[config.mk]
export PLATFORM = sky130hd
export DESIGN_NAME = hazard_controller
export DESIGN_NICKNAME = d
export VERILOG_FILES = /design/src/rtl/hazard_controller_pkg.sv /design/src/rtl/sat_counter.sv /design/src/rtl/hazard_controller.sv
export SDC_FILE = /design/constraint.sdc
export NUM_CORES = 1
export LEC_CHECK = 0
export CELL_PAD_IN_SITES_DETAIL_PLACEMENT = 1
export CELL_PAD_IN_SITES_GLOBAL_PLACEMENT = 1
export CORE_MARGIN = 2
export CORE_UTILIZATION = 34
export DETAILED_ROUTE_END_ITERATION = 12
export PLACE_DENSITY_LB_ADDON = 0.1
export SLEW_MARGIN = 10
export SYNTH_ARGS = -nofsm -noshare
export SYNTH_HDL_FRONTEND = slang
export SYNTH_HIERARCHICAL = 1
export SYNTH_SLANG_ARGS = --single-unit
[constraint.sdc]
create_clock -name clk -period 4.3 [get_ports clk]
set_input_delay 0.43 -clock clk [delete_from_list [all_inputs] [get_ports clk]]
set_output_delay 0.43 -clock clk [all_outputs]
set_load 0.02 [all_outputs]
[src/rtl/hazard_controller_pkg.sv]
// rtl/hazard_controller_pkg.sv - shared types and constants for the pipeline hazard controller
package hazard_controller_pkg;

    typedef enum logic [1:0] {
        RUN      = 2'd0,
        MEM_WAIT = 2'd1,
        HALT     = 2'd2
    } hazard_state_t;

    typedef enum logic [1:0] {
        TRAP_NONE        = 2'd0,
        TRAP_ILLEGAL     = 2'd1,
        TRAP_MEM_TIMEOUT = 2'd2
    } trap_cause_t;

    localparam logic [4:0] REG_ZERO = 5'd0;

endpackage

[src/rtl/sat_counter.sv]
// rtl/sat_counter.sv - saturating up-counter used for performance statistics
module sat_counter #(
    parameter int WIDTH = 32
) (
    input  logic             clk,
    input  logic             reset_n,
    input  logic             inc,
    output logic [WIDTH-1:0] count
);

    always_ff @(posedge clk) begin
        if (!reset_n) begin
            count <= '0;
        end else if (inc && (count != {WIDTH{1'b1}})) begin
            count <= count + WIDTH'(1);
        end
    end

endmodule

[src/rtl/hazard_controller.sv]
// rtl/hazard_controller.sv - stall/flush/bubble sequencer for the 5-stage RV32I pipeline
module hazard_controller
    import hazard_controller_pkg::*;
#(
    parameter int MEM_TIMEOUT = 16,
    parameter int CNT_W       = 32
) (
    input  logic             clk,
    input  logic             reset_n,
    input  logic             id_valid,
    input  logic [31:0]      id_pc,
    input  logic [4:0]       id_rs1,
    input  logic [4:0]       id_rs2,
    input  logic             id_uses_rs1,
    input  logic             id_uses_rs2,
    input  logic             id_decode_failed,
    input  logic             ex_valid,
    input  logic             ex_mem_read,
    input  logic [4:0]       ex_rd,
    input  logic             ex_redirect,
    input  logic             dmem_req,
    input  logic             dmem_ready,
    output logic             stall_if,
    output logic             stall_id,
    output logic             stall_ex,
    output logic             stall_mem,
    output logic             flush_id,
    output logic             bubble_ex,
    output logic             redirect_en,
    output logic             trap_valid,
    output logic [1:0]       trap_cause,
    output logic [31:0]      trap_pc,
    output logic             halted,
    output logic [CNT_W-1:0] stall_cycles,
    output logic [CNT_W-1:0] flush_count
);

    localparam logic [7:0] TIMEOUT_CNT = 8'(MEM_TIMEOUT - 1);

    hazard_state_t state, state_nxt;
    logic [7:0]    wait_cnt, wait_cnt_nxt;
    trap_cause_t   cause_q, cause_nxt;
    logic [31:0]   trap_pc_q, trap_pc_nxt;
    logic          trap_valid_q, trap_valid_nxt;

    logic mem_wait;
    logic load_use;
    logic illegal;

    assign mem_wait = dmem_req && !dmem_ready;
    assign load_use = ex_valid && ex_mem_read && (ex_rd != REG_ZERO) && id_valid &&
                      ((id_uses_rs1 && (id_rs1 == ex_rd)) ||
                       (id_uses_rs2 && (id_rs2 == ex_rd)));
    assign illegal  = id_valid && id_decode_failed;

    always_ff @(posedge clk) begin
        if (!reset_n) begin
            state        <= RUN;
            wait_cnt     <= '0;
            cause_q      <= TRAP_NONE;
            trap_pc_q    <= '0;
            trap_valid_q <= 1'b0;
        end else begin
            state        <= state_nxt;
            wait_cnt     <= wait_cnt_nxt;
            cause_q      <= cause_nxt;
            trap_pc_q    <= trap_pc_nxt;
            trap_valid_q <= trap_valid_nxt;
        end
    end

    always_comb begin
        stall_if       = 1'b0;
        stall_id       = 1'b0;
        stall_ex       = 1'b0;
        stall_mem      = 1'b0;
        flush_id       = 1'b0;
        bubble_ex      = 1'b0;
        redirect_en    = 1'b0;
        state_nxt      = state;
        wait_cnt_nxt   = wait_cnt;
        cause_nxt      = cause_q;
        trap_pc_nxt    = trap_pc_q;
        trap_valid_nxt = 1'b0;

        case (state)
            HALT: begin
                stall_if  = 1'b1;
                stall_id  = 1'b1;
                stall_ex  = 1'b1;
                stall_mem = 1'b1;
            end
            RUN, MEM_WAIT: begin
                if (mem_wait) begin
                    // EX is frozen, so any redirect waits until the memory releases
                    stall_if  = 1'b1;
                    stall_id  = 1'b1;
                    stall_ex  = 1'b1;
                    stall_mem = 1'b1;
                    if (state == RUN) begin
                        state_nxt    = MEM_WAIT;
                        wait_cnt_nxt = 8'd1;
                    end else if (wait_cnt == TIMEOUT_CNT) begin
                        state_nxt      = HALT;
                        trap_valid_nxt = 1'b1;
                        cause_nxt      = TRAP_MEM_TIMEOUT;
                        trap_pc_nxt    = '0;
                    end else begin
                        wait_cnt_nxt = wait_cnt + 8'd1;
                    end
                end else begin
                    state_nxt    = RUN;
                    wait_cnt_nxt = '0;
                    if (ex_redirect) begin
                        // the redirect squashes ID, hiding any hazard or illegal op there
                        flush_id    = 1'b1;
                        bubble_ex   = 1'b1;
                        redirect_en = 1'b1;
                    end else if (load_use) begin
                        stall_if  = 1'b1;
                        stall_id  = 1'b1;
                        bubble_ex = 1'b1;
                    end else if (illegal) begin
                        stall_if       = 1'b1;
                        stall_id       = 1'b1;
                        bubble_ex      = 1'b1;
                        state_nxt      = HALT;
                        trap_valid_nxt = 1'b1;
                        cause_nxt      = TRAP_ILLEGAL;
                        trap_pc_nxt    = id_pc;
                    end
                end
            end
            default: begin
                state_nxt = RUN;
            end
        endcase
    end

    assign trap_valid = trap_valid_q;
    assign trap_cause = cause_q;
    assign trap_pc    = trap_pc_q;
    assign halted     = (state == HALT);

    sat_counter #(.WIDTH(CNT_W)) u_stall_cnt (
        .clk     (clk),
        .reset_n (reset_n),
        .inc     (stall_if && (state != HALT)),
        .count   (stall_cycles)
    );

    sat_counter #(.WIDTH(CNT_W)) u_flush_cnt (
        .clk     (clk),
        .reset_n (reset_n),
        .inc     (flush_id),
        .count   (flush_count)
    );

endmodule

# ---- Word-level counts from Yosys, hierarchy flattened
# Index checks and enable logic that the tools add are counted.
# Widths: inputs -> output; s select.
dict set report op_classes {
  addsub 3
  n_eq_ne 14
  n_mux 39
  n_bitwise 1
  n_reduce_logical 21
}
# cell count
set ops {}
lappend ops {{$mux 32} 6}
lappend ops {{$add 32x1->32 const B} 2}
lappend ops {{$ne 32x32->1 const B} 2}
lappend ops {{$mux 8} 3}
lappend ops {{$mux 2} 11}
lappend ops {{$mux 1} 16}
lappend ops {{$logic_and 1x1->1} 11}
lappend ops {{$eq 5x5->1} 2}
lappend ops {{$add 8x1->8 const B} 1}
lappend ops {{$eq 8x4->1 const B} 1}
lappend ops {{$ne 2x2->1 const B} 3}
lappend ops {{$reduce_and 2->1} 3}
lappend ops {{$reduce_and 6->1} 1}
lappend ops {{$reduce_bool 5->1} 1}
lappend ops {{$ne 2x1->1 const B} 2}
lappend ops {{$ne 4x4->1 const B} 1}
lappend ops {{$pmux 1 s2} 2}
lappend ops {{$pmux 2 s2} 1}
lappend ops {{$ne 3x3->1 const B} 1}
lappend ops {{$eq 2x1->1 const B} 1}
lappend ops {{$eq 2x2->1 const B} 1}
lappend ops {{$logic_not 2->1} 1}
lappend ops {{$reduce_bool 2->1} 1}
lappend ops {{$reduce_or 2->1} 1}
lappend ops {{3 further kinds} 3}
dict set report word_totals {
  register_bits 109
  in_bits 58
  output_inout_bits 107
  word_cells 85
}

# ---- Logic depth before layout (Yosys ltp)
dict set report depth {
  depth_word 10
  ltp_mapped 10
  ltp_nobuf 10
}

# ---- Modules after synthesis
# The synthesis kept the hierarchy.
# mod instances cells_per_inst area_per_inst_um2 seq_area_each_um2
set by_module_without_submodules {}
lappend by_module_without_submodules {hazard_controller 1 175 1861.8 900.9}
lappend by_module_without_submodules {{sat_counter at u_flush_cnt} 1 200 1704.1 640.6}
lappend by_module_without_submodules {{sat_counter at u_stall_cnt} 1 197 1635.3 640.6}

# ---- Worst setup path after synthesis
# No wires, ideal clock.
dict set report synth_path {
  path_kind {input to register}
  startpoint {input ex_rd[3]}
  endpoint {register u_stall_cnt.count[28]}
  setup_ns 0.070
  arrival_ns 3.258
  required_ns 4.230
  path_slack_ns 0.972
  stages 10
  path_buffers 0
  cell_sequence {xor2_1 nor4_2 a32oi_1 or2_1 a221oi_1 inv_1 nor3_1 nand4_1 or3_1 a21oi_1}
}
dict set report synth_between {
  elab_chain_cells 10
  word_cells_on_any_way 15
  classes_between {eq/ne (2); mux (4); reduce/logical (9)}
}
# element line_no
set synth_rtl {}
lappend synth_rtl {{start, declared} hazard_controller.sv:19} ;# input logic [4:0] ex_rd,
lappend synth_rtl {{$eq 5x5->1 (tied with other cells)} hazard_controller.sv:52} ;# ((id_uses_rs1 && (id_rs1 == ex_rd)) ||
lappend synth_rtl {{$logic_and 1x1->1, on equally long branches} {hazard_controller.sv:52, hazard_controller.sv:51, hazard_controller.sv:53}}
lappend synth_rtl {{$logic_or 1x1->1 / $logic_and 1x1->1 (equally long branches)} {hazard_controller.sv:52, hazard_controller.sv:51}}
lappend synth_rtl {{$logic_and 1x1->1 *} hazard_controller.sv:51} ;# assign load_use = ex_valid && ex_mem_read && (ex_rd != REG_ZERO) && id_valid &&
lappend synth_rtl {{$mux 1 *} hazard_controller.sv:119} ;# end else if (load_use) begin
lappend synth_rtl {{$mux 1 *} hazard_controller.sv:114} ;# if (ex_redirect) begin
lappend synth_rtl {{$mux 1 *} hazard_controller.sv:94} ;# if (mem_wait) begin
lappend synth_rtl {{$pmux 1 s2 *} hazard_controller.sv:86} ;# case (state)
lappend synth_rtl {{$logic_and 1x1->1 *} hazard_controller.sv:148} ;# .inc (stall_if && (state != HALT)),
lappend synth_rtl {{$logic_and 1x1->1 *} sat_counter.sv:14} ;# end else if (inc && (count != {WIDTH{1'b1}})) begin
lappend synth_rtl {{end signal, assigned} sat_counter.sv:15} ;# count <= count + WIDTH'(1);
lappend synth_rtl {{end, declared} sat_counter.sv:8} ;# output logic [WIDTH-1:0] count
# Every way passes the cells marked *; elsewhere a longest branch is shown, timed or not.
# A chain may end at the register's enable or synchronous reset.

# ---- Final worst setup path
# Same ends and word-level chain as after synthesis.

==> summary.md <==
| Metric | Value |
|---|---|
| Status | `complete, no violations` |
| I/O pin count | `165` |
| # rows | `45` |
| CP Class | `primary input to register` |
| Layout cell share with drive strength beyond 1 | `5.79%` |
| Max-slew violations | `0` |
| TritonRoute pass-1 iters | `4` |
| N_diodes | `0` |
| Combinational family with the most area after synthesis | `simple AND/OR/NAND/NOR gates` |
| Max_cap viols | `0` |
| Worst EP required | `4.57 ns` |
| Crit-path cells | `clkdlybuf4s50_1 > xor2_1 > nor4_2 > a32oi_1 > or2_1 > a221oi_1 > inv_1 > nor3_1 > nand4_1 > or3_1 > a21oi_1` |
| Nets | `782` |
| Post-DP HPWL | `11.9 mm` |
| Fillers | `1739` |
| Syn_nets | `633` |
| Async S/R FF share, synth | `0%` |
| Largest net degree at the start of global routing | `34` |
| Netlist cell types | `61` |
| PD cells | `288 nW/µm²` |
| Worst-Margin Slew | `1.10 ns` |
| Max Clk Rate | `292 MHz` |
| Layout area overhead | `39.1%` |
| Synth Area in Compound Gates | `21.4%` |
| P_leak | `2.34 nW` |
| Die width | `128 µm` |
| Maximum vdd ir drop | `0.202 mV` |
| CP endpoint kind | `register` |
| CP arrival | `3.70 ns` |
| Mean Syn Cell Area | `9.09 µm²` |
| EDFF count, synth | `0` |
| Core Area | `15100 µm²` |
| GRT Residual Overflow | `0` |
| Cts repair resizes | `0` |
| Longest Clk Path Bufs | `2` |
| Critical Path Start Type | `primary input` |
| Clock root cell | `clkbuf_16` |
| Cts hold-fix bufs | `0` |
| Gr usage total | `20.4%` |
| Post-synthesis xor/xnor area fraction | `4.55%` |
| Post-synthesis sequential area ratio | `42.0%` |
| Clock Pin Slew Worst Setup and Hold Paths | `0.07 ns` |
| Yosys warnings | `6` |
| Final WL | `16.3 mm` |
| PortBufs | `164` |
| Final antenna-violating net count | `0` |
| RSZ-0062 raised after global routing | `false` |
| Initial Utilization | `34.5%` |
| Final Cell Area | `7230 µm²` |
| Vias in the first global route | `5294` |
| Worst Hold Class | `register to register` |
| H-tree Lvls | `3` |
| Full die area | `16300 µm²` |
| Cell family with most CP delay | `simple AND/OR/NAND/NOR gates` |
| Via density | `5.56` |
| Final Hold Fails | `0` |
| DRC Markers | `0` |
| Cell Area, Synth | `5200 µm²` |
| Slowest CP cell | `clkdlybuf4s50_1` |
| WL per Instance | `17.8 µm` |
| Crit path buffers/inverters | `2` |
| Die Y | `128 µm` |
| DRT iter0 DRCs | `226` |
| Fin crit period | `3.43 ns` |
| First-pass GRT wire length | `27.0 mm` |
| Slew HR | `27.0%` |
| Clk_lat worst skew | `0.35 ns` |
| CTS tree | `done` |
| Post-synth top flop | `dfxtp_1` |
| Setup_tns | `0 ns` |
| CTS Sinks | `109` |
| Vias | `5078` |
| Gate Count Post-Synth | `572` |
| Initial antenna violation count | `0` |
| Final setup viols | `0` |
| Synth Area in Adders | `0.722%` |
| Crit path max fanout | `5` |
| Final Wtd Congestion | `0.785` |
| Number of setup buffers added after CTS | `0` |
| Final core occ | `47.9%` |
| Crit path largest cell delay | `0.48 ns` |
| Clk_skew | `0.00909 ns` |
| Post-Synth Simple-Gate Area | `25.2%` |
| Period Utilization, post-route | `79.7%` |
| CTS buffer count | `9` |
| Mux share of post-synthesis cell area | `1.54%` |
| Placed Area | `6940 µm²` |
| #FFs+latches synth | `109` |
[worst reg2reg max path, cell delays in order (launching register included)]
cell     delay [ns]
dfxtp_1        0.41
inv_1          0.19
and3_1         0.40
nand4_1        0.32
or4_4          0.60
or3_1          0.40
or4_1          0.41
a21oi_1        0.14
[metrics by stage]
| stage | instances | setup slack [ns] | total power, mW | hold slack [ns] |
|---|---|---|---|---|
| finish | 914 | 0.871 | 2.08 | 0.479 |
| global route | 914 | 0.550 | 2.17 | 0.505 |
| CTS | 914 | 0.812 | 2.12 | 0.478 |
| detailed placement | 898 | 0.436 | 1.28 | 0.467 |
| global placement | 898 | 0.611 | 1.27 | 0.461 |
| floorplan | 572 | 0.972 | 1.16 | 0.444 |
[registers in the layout, indices dropped and copies added, names as in the netlist]
| signal | cells |
|---|---|
| trap_valid | 1 |
| u_stall_cnt/count | 32 |
| state | 2 |
| trap_pc | 32 |
| u_flush_cnt/count | 32 |
| trap_cause | 2 |
| wait_cnt | 8 |
[cell usage in the layout (no fill, tap or decap), drive strengths merged, types with 7 or more instances in the layout]
master,n
clkdlybuf4s50,164
nor2,28
a21oi,41
nor4,13
xor2,20
nand2,44
inv,17
o21ai,18
nand4,22
nand2b,13
o31ai,24
dfxtp,109
or4,25
a22o,32
nand3,31
and3,10
mux2i,8
xnor2,7
nor3,10
or3,18
clkbuf,10
[logic make-up (layout without fill, tap and decap cells)]
family,count (synthesis),in the layout
and+or+nand+nor,227,227
buffers and inverters,48,202
AOI/OAI and AO/OA,150,150
xor gates and xnor gates,27,27
muxes,8,8
DFF,109,109
adders and majority gates,3,3
[cell type report]
cell class	instances	area, µm²	area share (%)
multi-input combinational	415	2780	38.4
sequential	109	2180	30.2
tap	188	235	3.25
inverter	16	60.1	0.830
timing repair buffer	170	1690	23.3
clock inverter	6	61.3	0.847
clock buffer	10	229	3.16
[metal layers]
layer,track usage (%),routed length [µm],up-vias,share of wire [%]
li1,-,-,2460,-
met3,3.84,779,11,4.8
met5,0,0,-,0
met4,6.85,170,0,1.0
met1,26.1,7400,2504,45
met2,34.7,7920,103,49
[cells in the mapped netlist, types with 5 or more instances]
cell,n,area (µm²)
nand4_1,21,131
nand2b_1,13,81.3
nor4_1,10,62.6
and3_1,10,62.6
nor3_1,10,50.1
inv_1,16,60.1
a21oi_1,41,205
mux2i_1,8,80.1
o31ai_1,22,165
or3_1,16,100
nand2_1,43,161
buf_2,7,35.0
nor2_1,28,105
xor2_1,20,175
clkbuf_1,14,52.6
a22o_1,32,280
o21ai_0,17,85.1
dfxtp_1,109,2180
and4_1,6,52.6
buf_4,5,37.5
nand3_1,29,145
or4_1,22,165
buf_6,5,56.3
xnor2_1,7,61.3
[worst paths after layout]
path | cells after the start | startpoint | slack, ns | to
max | 11 | ex_rd[3] | 0.87 | u_stall_cnt/count[28]$_SDFFE_PN0P_
min | 1 | trap_pc[2]$_SDFFE_PN0P_ | 0.48 | trap_pc[2]$_SDFFE_PN0P_
max reg2reg | 7 | state[1]$_SDFFE_PN0P_ | 1.35 | u_flush_cnt/count[31]$_SDFFE_PN0P_
min reg2reg | 1 | trap_pc[2]$_SDFFE_PN0P_ | 0.48 | trap_pc[2]$_SDFFE_PN0P_
[where the power goes]
group          switching (mW)  total [mW]  internal (mW)  leakage, nW
logic                   0.106       0.212          0.106         1.32
registers              0.0142        1.04           1.02        0.880
clock network           0.384       0.835          0.451        0.143
total                   0.504        2.08           1.58         2.34
(Power assumes the default switching activity.)
